$ cat src/rtl/dummy_sm_arb_if.sv
// Request/grant bundle between client blocks, the dummy_sm state feed and the dummy_sm_arb arbiter.
interface dummy_sm_arb_if #(
  parameter int NREQ = 4
);
  logic [NREQ-1:0] req;
  logic [1:0]      sm_state;
  logic            trigger;
  logic [NREQ-1:0] gnt;
  logic [NREQ-1:0] done;
  logic            timeout_err;
  logic            busy;

  modport master (output req, output sm_state, input trigger, input gnt, input done, input timeout_err, input busy);
  modport slave  (input req, input sm_state, output trigger, output gnt, output done, output timeout_err, output busy);
endinterface

$ cat src/rtl/dummy_sm_arb.sv
// Round-robin arbiter/sequencer sharing one dummy_sm among NREQ requesters.
// Define DUMMY_SM_ARB_TIMEOUT_EN to build the trigger-to-DONE watchdog.
module dummy_sm_arb #(
  parameter int NREQ    = 4,
  parameter int TIMEOUT = 15
) (
  input logic           clk,
  input logic           rst,
  dummy_sm_arb_if.slave bus
);
  localparam int PW = $clog2(NREQ);
  localparam int LAST = NREQ - 1;
  localparam logic [PW:0]   NREQ_W = NREQ[PW:0];
  localparam logic [PW-1:0] LAST_W = LAST[PW-1:0];

  localparam logic [2:0] A_IDLE     = 3'd0;
  localparam logic [2:0] A_FIRE     = 3'd1;
  localparam logic [2:0] A_WAIT_RUN = 3'd2;
  localparam logic [2:0] A_TRACK    = 3'd3;
  localparam logic [2:0] A_RELEASE  = 3'd4;

  localparam logic [1:0] SM_RUN  = 2'd1;
  localparam logic [1:0] SM_DONE = 2'd3;

  logic [2:0]      state_q, state_d;
  logic [PW-1:0]   ptr_q, ptr_d, win_q, win_d;
  logic [NREQ-1:0] gnt_q, gnt_d, done_q, done_d;
  logic            trigger_q, trigger_d, busy_q, busy_d;
  logic            release_now;

  logic [2*NREQ-1:0] req_dbl;
  logic [NREQ-1:0]   req_rot, pick_oh, win_oh;
  logic [PW-1:0]     pick_off, pick_idx;
  logic [PW:0]       pick_sum;

`ifdef DUMMY_SM_ARB_TIMEOUT_EN
  localparam logic [7:0] TIMEOUT_W = TIMEOUT[7:0];
  logic [7:0] wd_q, wd_d;
  logic       tout_q, tout_d;
`else
  localparam int unused_timeout = TIMEOUT;
`endif

  // Rotate requests so bit 0 is the pointer position; lowest set bit wins.
  assign req_dbl = {bus.req, bus.req};
  assign req_rot = req_dbl[ptr_q +: NREQ];

  always_comb begin
    pick_off = '0;
    for (int i = NREQ - 1; i >= 0; i--) begin
      if (req_rot[i]) pick_off = PW'(i);
    end
    pick_sum = {1'b0, ptr_q} + {1'b0, pick_off};
    if (pick_sum >= NREQ_W) pick_sum = pick_sum - NREQ_W;
    pick_idx = pick_sum[PW-1:0];
  end

  for (genvar gi = 0; gi < NREQ; gi++) begin : g_onehot
    assign pick_oh[gi] = (pick_idx == PW'(gi));
    assign win_oh[gi]  = (win_q == PW'(gi));
  end

  always_comb begin
    state_d     = state_q;
    ptr_d       = ptr_q;
    win_d       = win_q;
    gnt_d       = gnt_q;
    trigger_d   = 1'b0;
    done_d      = '0;
    release_now = 1'b0;
`ifdef DUMMY_SM_ARB_TIMEOUT_EN
    wd_d   = wd_q;
    tout_d = 1'b0;
`endif
    case (state_q)
      A_IDLE: begin
        if (|bus.req) begin
          win_d     = pick_idx;
          gnt_d     = pick_oh;
          trigger_d = 1'b1;
          state_d   = A_FIRE;
        end
      end
      A_FIRE: begin
        state_d = A_WAIT_RUN;
`ifdef DUMMY_SM_ARB_TIMEOUT_EN
        wd_d = '0;
`endif
      end
      A_WAIT_RUN, A_TRACK: begin
        if (state_q == A_TRACK) release_now = (bus.sm_state == SM_DONE);
        else if (bus.sm_state == SM_RUN) state_d = A_TRACK;
`ifdef DUMMY_SM_ARB_TIMEOUT_EN
        // A DONE arriving on the limit cycle counts as a normal completion.
        wd_d = wd_q + 8'd1;
        if (!release_now && (wd_d == TIMEOUT_W)) begin
          release_now = 1'b1;
          tout_d      = 1'b1;
        end
`endif
        if (release_now) begin
          state_d = A_RELEASE;
          gnt_d   = '0;
          done_d  = win_oh;
        end
      end
      A_RELEASE: begin
        state_d = A_IDLE;
        ptr_d   = (win_q == LAST_W) ? '0 : win_q + 1'b1;
      end
      default: begin
        state_d = A_IDLE;
        gnt_d   = '0;
      end
    endcase
    busy_d = (state_d != A_IDLE);
  end

  always_ff @(posedge clk) begin
    if (rst) begin
      state_q   <= A_IDLE;
      ptr_q     <= '0;
      win_q     <= '0;
      gnt_q     <= '0;
      done_q    <= '0;
      trigger_q <= 1'b0;
      busy_q    <= 1'b0;
`ifdef DUMMY_SM_ARB_TIMEOUT_EN
      wd_q   <= '0;
      tout_q <= 1'b0;
`endif
    end else begin
      state_q   <= state_d;
      ptr_q     <= ptr_d;
      win_q     <= win_d;
      gnt_q     <= gnt_d;
      done_q    <= done_d;
      trigger_q <= trigger_d;
      busy_q    <= busy_d;
`ifdef DUMMY_SM_ARB_TIMEOUT_EN
      wd_q   <= wd_d;
      tout_q <= tout_d;
`endif
    end
  end

  assign bus.trigger = trigger_q;
  assign bus.gnt     = gnt_q;
  assign bus.done    = done_q;
  assign bus.busy    = busy_q;
`ifdef DUMMY_SM_ARB_TIMEOUT_EN
  assign bus.timeout_err = tout_q;
`else
  assign bus.timeout_err = 1'b0;
`endif

endmodule
$ cat src/flat_wrapper.sv
// flat-port wrapper written by rule: the top's interface ports become plain ports
module dummy_sm_arb_flat 
#(
  parameter int NREQ    = 4,
  parameter int TIMEOUT = 15
)
  (clk, rst, bus_req, bus_sm_state, bus_trigger, bus_gnt, bus_done, bus_timeout_err, bus_busy);
  dummy_sm_arb_if #(.NREQ(NREQ)) bus_i ();
  input logic clk;
  input logic rst;
  input wire logic [$bits(bus_i.req)-1:0] bus_req;
  input wire logic [$bits(bus_i.sm_state)-1:0] bus_sm_state;
  output wire logic [$bits(bus_i.trigger)-1:0] bus_trigger;
  output wire logic [$bits(bus_i.gnt)-1:0] bus_gnt;
  output wire logic [$bits(bus_i.done)-1:0] bus_done;
  output wire logic [$bits(bus_i.timeout_err)-1:0] bus_timeout_err;
  output wire logic [$bits(bus_i.busy)-1:0] bus_busy;
  assign bus_i.req = bus_req;
  assign bus_i.sm_state = bus_sm_state;
  assign bus_trigger = bus_i.trigger;
  assign bus_gnt = bus_i.gnt;
  assign bus_done = bus_i.done;
  assign bus_timeout_err = bus_i.timeout_err;
  assign bus_busy = bus_i.busy;
  dummy_sm_arb #(.NREQ(NREQ), .TIMEOUT(TIMEOUT)) u_core (.clk(clk), .rst(rst), .bus(bus_i));
endmodule
$ cat config.mk
export PLATFORM = sky130hd
export DESIGN_NAME = dummy_sm_arb_flat
export DESIGN_NICKNAME = d
export VERILOG_FILES = /design/src/rtl/dummy_sm_arb_if.sv /design/src/rtl/dummy_sm_arb.sv /design/src/flat_wrapper.sv
export SDC_FILE = /design/constraint.sdc
export NUM_CORES = 1
export LEC_CHECK = 0
export CORE_UTILIZATION = 55
export CTS_BUF_LIST = sky130_fd_sc_hd__clkbuf_8
export CTS_CLUSTER_SIZE = 14
export DETAILED_ROUTE_END_ITERATION = 6
export GPL_ROUTABILITY_DRIVEN = 0
export PLACE_DENSITY_LB_ADDON = 0.08
export SKIP_LAST_GASP = 1
export SLEW_MARGIN = 10
export SYNTH_ARGS = -nofsm -noshare
export SYNTH_HDL_FRONTEND = slang
export SYNTH_SLANG_ARGS = --single-unit
export TNS_END_PERCENT = 30
$ cat constraint.sdc
create_clock -name clk -period 4 [get_ports clk]
set_clock_uncertainty 0.15 [all_clocks]
set_input_delay 0.6 -clock clk [delete_from_list [all_inputs] [get_ports clk]]
set_output_delay 0.6 -clock clk [all_outputs]
set_load 0.05 [all_outputs]
==> impl_metrics.json, run 1 <==
{
  "seq_area_frac_synth": 0.390,
  "slew_violations": 0,
  "antenna_cells": 0,
  "htree_levels": 1,
  "synth_edf_count": 0,
  "critPathTopFamily": "simple AND/OR/NAND/NOR gates",
  "cts_tree": "built",
  "routed.top_layer": "met4",
  "dieArea_um2": 1750,
  "avgSynthCellArea_um2": 9.49,
  "via_per_inst": 5.52,
  "final_area_um2": 1080,
  "drtIter0Drc": 20,
  "synth_seq_cells": 17,
  "synthCells": 92,
  "cts_hold_buf": 0,
  "post-synth-top-count-cell": "dfxtp_1",
  "antenna_found_initial": 0,
  "rows": 14,
  "clock_path_buffers": 2,
  "grt-ovfl-total": 0,
  "wirelength_um": 1510,
  "fin_crit_sh": 0.686,
  "p_comb_frac": 0.234,
  "crit_arrival_ns": 2.79,
  "port_buffers": 17,
  "seq_power_share": 0.462,
  "area_growth_pct": 23.4,
  "crit_buf_inv": 1,
  "cts_buffers": 3,
  "path_clk_slew_ns": 0.06,
  "cts.repair.resized": 0,
  "drc": 0,
  "cap_violations": 0,
  "p_sw_uw": 121,
  "synth_ff_type": "dfxtp_1",
  "end_kind": "register",
  "fin_nets": 122,
  "grt_pass1_wl_um": 2500,
  "drt_first_pass_iters": 4,
  "coreArea_um2": 1490,
  "die_height_um": 41.9,
  "synth_common_cells": "dfxtp_1 (17), nor2_1 (10), nand2_1 (7)",
  "yosys_warnings": 0,
  "syn_nets": 105,
  "num_vias": 684,
  "worstPathRequired_ns": 4.05,
  "power.leakage_nw": 0.406,
  "period_needed_ns": 2.74,
  "drive_above_1_share": 0.130,
  "worstPathMaxFanout": 9,
  "grt_max_degree": 13,
  "swShare": 0.297,
  "hold_violations": 0,
  "critPathSlowestCell": "clkdlybuf4s50_1",
  "antenna_left": 0,
  "dpl.hpwl_um": 1110,
  "async_reset_ff_frac": 0,
  "grt_pass1_vias": 598,
  "fin_setup_tns_ns": 0,
  "cts_root_buf": "clkbuf_8",
  "clock_latency_ns": 0.25,
  "post-cts-setup-buffers": 0,
  "p_int_uw": 287,
  "wl_met2_um": 742,
  "hp-class": "reg -> reg",
  "fill_cells": 121,
  "fp.dieW_um": 41.9,
  "ir_worst_vdd_mv": 0.275,
  "cp_cell_sequence": "clkdlybuf4s50_1 > or4_1 > o2111ai_1 > ha_1 > or3_1 > a2bb2o_4",
  "io_pins": 19,
  "cts_sinks": 17,
  "setup_viol": 0,
  "start_util": 0.587,
  "dpl-instance-area_um2": 1030,
  "clkPwrFrac": 0.305,
  "outcome": "finished clean",
  "slowest_delay_ns": 0.57,
  "worstSetupPathType": "in -> reg",
  "fmax_mhz": 364,
  "synth.top_cells.by_area": "dfxtp_1 (39%), ha_1 (7.2%), nor4_4 (4.9%)",
  "netlist.area_leader.share": 0.390,
  "synth_area_um2": 873,
  "grt_use_total": 0.188,
  "wl_per_cell_um": 12.1,
  "powerDensity_nw_per_um2": 379,
  "synth_area_leader_cell": "dfxtp_1",
  "rsz0062_at_grt": "no",
  "met3WireLength_um": 68,
  "synth_cell_types": 37,
  "met1Wirelength_um": 687,
  "start_kind": "input port"
}
[flip-flops by register name (all words and copies together) (netlist names)]
signal,flops
u_core.bus.busy,1
u_core.bus.done,4
u_core.bus.gnt,4
u_core.bus.trigger,1
u_core.ptr_q,2
u_core.state_q,3
u_core.win_q,2
[area by class of cell]
| cell class | instances | area [µm²] | area share |
|---|---|---|---|
| Multi-Input combinational cell | 66 | 485 | 0.451 |
| Sequential cell | 17 | 340 | 0.316 |
| Timing Repair Buffer | 17 | 170 | 0.158 |
| Clock buffer | 3 | 41.3 | 0.0383 |
| Tap cell | 16 | 20.0 | 0.0186 |
| Inverter | 4 | 15.0 | 0.0139 |
| Clock inverter | 1 | 5.00 | 0.00465 |
[power by group through the flow]
stage / Clock (mW) / Sequential (mW) / Combinational, mW
detailed placement: 0 / 0.192 / 0.0952
finish: 0.124 / 0.189 / 0.0954
global placement: 0 / 0.192 / 0.0940
floorplan: 0 / 0.209 / 0.0510
CTS: 0.127 / 0.189 / 0.0958
global route: 0.138 / 0.190 / 0.102
[per-stage QoR]
step / hold slack, ns / worst slack, ns / power (mW) / std cells / util
floorplan: 0.343 / 1.59 / 0.261 / 92 / -
global placement: 0.308 / 1.07 / 0.286 / 120 / 0.692
detailed placement: 0.302 / 1.02 / 0.288 / 120 / 0.692
CTS: 0.326 / 1.27 / 0.411 / 124 / 0.724
global route: 0.356 / 1.17 / 0.429 / 124 / 0.724
finish: 0.322 / 1.26 / 0.408 / 124 / 0.724
[kinds of logic after synthesis]
family / share of synthesized area
AO/OA/AOI/OAI: 0.189
XOR/XNOR: 0.0287
adder cells (fa/ha/maj): 0.0716
buffers and inverters: 0.0544
flip-flops: 0.390
other: 0.00429
AND/OR/NAND/NOR: 0.262
[metal layers]
layer / global-route usage / vias to the layer above
li1: - / 357
met1: 0.224 / 312
met2: 0.306 / 13
met3: 0.0609 / 2
met4: 0.0839 / 0
met5: 0 / -
[worst paths after layout]
check        slack, ns               from           endpoint  depth (start not counted)
max reg2reg       1.76    u_core.ptr_q[0]  u_core.bus.gnt[2]                          5
max               1.26         bus_req[0]  u_core.bus.gnt[2]                          6
min               0.32  u_core.bus.gnt[3]  u_core.bus.gnt[3]                          1
min reg2reg       0.32  u_core.bus.gnt[3]  u_core.bus.gnt[3]                          1
[cell usage in the layout, fill, tap and decap left out, types with 2 or more instances in the layout]
cell type / count
nand2_1: 7
nor4_4: 2
nand3_1: 2
a21oi_1: 5
dfxtp_1: 17
and2_1: 4
nor2_2: 2
nor2_1: 10
ha_1: 5
nor3_1: 5
o211ai_1: 2
clkbuf_8: 3
nand2b_1: 2
inv_1: 4
clkdlybuf4s50_1: 17
Power figures use the tool's default switching activity.
==> run 2: changes to the inputs <==
--- a/config.mk
+++ b/config.mk
@@ -5,7 +5,7 @@
 export SDC_FILE = /design/constraint.sdc
 export NUM_CORES = 1
 export LEC_CHECK = 0
-export CORE_UTILIZATION = 55
+export CORE_UTILIZATION = 46
 export CTS_BUF_LIST = sky130_fd_sc_hd__clkbuf_8
 export CTS_CLUSTER_SIZE = 14
 export DETAILED_ROUTE_END_ITERATION = 6
==> constraint.sdc (replaced) <==
create_clock -name clk -period 2.21 [get_ports clk]
set_clock_uncertainty 0.15 [all_clocks]
set_input_delay 0.3315 -clock clk [delete_from_list [all_inputs] [get_ports clk]]
set_output_delay 0.3315 -clock clk [all_outputs]
set_load 0.05 [all_outputs]
==> run 2 against run 1 <==
Against the previous run:
- sequential cell count unchanged
- final cell count is 19% higher
- first-iteration DRC count is 20% lower
- sequential power up 80%
- register-to-register slack worse by 1.6 ns
- hold slack worse by 0.00074 ns
- critical endpoint unchanged
- die area is 19% higher
- combinational power is 120% higher
- count of clock-buffer cells in the layout unchanged
==> impl_metrics.json, run 2 (same netlist as run 1, synthesis figures left out) <==
{
  "antenna_cells": 0,
  "cp_cell_sequence": "or4_4 > o2111ai_1 > ha_2 > xnor2_2 > xnor2_2 > a2bb2o_4",
  "via_per_inst": 5.16,
  "dpl.hpwl_um": 1290,
  "cap_violations": 0,
  "multi_input_area_um2": 504,
  "end_kind": "register",
  "grt_pass1_vias": 649,
  "power.leakage_nw": 0.502,
  "holdWs_ns": 0.321,
  "ir_worst_vdd_mv": 0.471,
  "die_height_um": 45.6,
  "crit_buf_inv": 0,
  "drive_above_1_share": 0.268,
  "dpl-instance-area_um2": 1150,
  "start_util": 0.500,
  "swShare": 0.295,
  "p_sw_uw": 229,
  "seq_power_share": 0.438,
  "fin_crit_sh": 0.947,
  "powerDensity_nw_per_um2": 637,
  "layout_commonest_cell": "dfxtp_1",
  "p_comb_frac": 0.268,
  "worstPathMaxFanout": 5,
  "layout_common_cells": "dfxtp_1 (17), buf_4 (15), clkdlybuf4s50_1 (13)",
  "wirelength_um": 1710,
  "worstPathRequired_ns": 2.21,
  "coreArea_um2": 1750,
  "dieArea_um2": 2080,
  "clkPwrFrac": 0.293,
  "clock_path_buffers": 2,
  "hp-class": "reg -> reg",
  "antenna_left": 0,
  "rows": 15,
  "num_vias": 764,
  "cts_tree": "built",
  "area_growth_pct": 40.0,
  "fp.dieW_um": 45.6,
  "antenna_found_initial": 0,
  "place_inst": 144,
  "htree_levels": 1,
  "path_clk_slew_ns": 0.06,
  "outcome": "finished clean",
  "port_buffers": 17,
  "drc": 0,
  "cpMostUsedCell": "xnor2_2",
  "worstSetupPathType": "reg -> reg",
  "slew_violations": 0,
  "cts_root_buf": "clkbuf_8",
  "slowest_delay_ns": 0.54,
  "clock_latency_ns": 0.25,
  "grt_pass1_wl_um": 2640,
  "start_kind": "register",
  "grt-ovfl-total": 0,
  "fill_cells": 140,
  "critPathTopFamily": "simple AND/OR/NAND/NOR gates",
  "cts_sinks": 17,
  "p_int_uw": 549,
  "fmax_mhz": 478,
  "period_needed_ns": 2.09,
  "cts_hold_buf": 0,
  "fin_nets": 137,
  "final_area_um2": 1220,
  "setup_viol": 0,
  "cts_buffers": 3,
  "seqCellArea_um2": 340,
  "crit_arrival_ns": 2.09,
  "rsz0062_at_grt": "no",
  "total_power_uw": 778,
  "wl_per_cell_um": 11.6,
  "critPathSlowestCell": "or4_4",
  "drtIter0Drc": 16,
  "stdcell_count": 148,
  "io_pins": 19,
  "drt_first_pass_iters": 5,
  "grt_use_total": 0.179,
  "grt_max_degree": 11,
  "hold_violations": 0
}
-- run 2: cell types whose count changed in the layout (fill, tap and decap cells not counted), sizes merged --
cell | previous run | this run
buf | 0 | 15
clkdlybuf4s50 | 17 | 13
dlygate4sd2 | 0 | 2
dlymetal6s2s | 0 | 2
-- run 2: timing repair --
| item | in CTS | in global routing |
|---|---|---|
| setup buffers | 0 | 0 |
| gates cloned | 0 | 0 |
| endpoints found under the setup margin | 2 | 5 |
| resized for setup | 2 | 6 |
| pin swaps | 2 | 2 |
-- run 2: power by group through the flow --
stage | logic (mW) | registers, mW | clock network [mW]
after CTS | 0.208 | 0.341 | 0.235
final | 0.209 | 0.341 | 0.228
after global routing | 0.225 | 0.343 | 0.240
after global placement | 0.205 | 0.347 | 0
after floorplan | 0.0924 | 0.379 | 0
after detailed placement | 0.208 | 0.347 | 0
-- run 2: cell type report --
class,count,area share
clock buffer,3,0.0338
sequential,17,0.278
timing repair buffer,32,0.233
clock inverter,1,0.00409
inverter,4,0.0123
multi-input combinational,66,0.412
tap,25,0.0256
-- run 2: final timing paths --
| kind | slack (ns) | to | cells past startpoint | startpoint |
|---|---|---|---|---|
| worst max-delay path | 0.12 | u_core.bus.gnt[2] | 6 | u_core.ptr_q[0] |
| worst min register to register | 0.32 | u_core.bus.gnt[3] | 1 | u_core.bus.gnt[3] |
| worst min-delay path | 0.32 | u_core.bus.gnt[3] | 1 | u_core.bus.gnt[3] |
| worst max register to register | 0.12 | u_core.bus.gnt[2] | 6 | u_core.ptr_q[0] |
-- run 2: metal layers --
layer	up-vias	global-route usage	share of wire
met1	355	0.221	0.42
met3	4	0.0357	0.049
met2	17	0.303	0.51
met5	-	0	0
met4	0	0.0727	0.013
li1	388	-	-
-- run 2: worst reg2reg max path: cells and delay by family (launching register included) --
kind / cells / cell delay (ns)
AOI/OAI and AO/OA: 2 / 0.35
xor gates and xnor gates: 2 / 0.39
adders and majority gates: 1 / 0.22
DFF: 1 / 0.35
and+or+nand+nor: 1 / 0.54
-- run 2: through the flow --
stage	setup TNS (ns)	utilization	setup WS [ns]
6_report	0	0.700	0.117
5_1_grt	0	0.700	0.0404
4_1_cts	0	0.687	0.00767
3_5_place_dp	-1.27	0.662	-0.311
3_3_place_gp	-1.03	0.662	-0.274
2_1_floorplan	0	-	0.0461
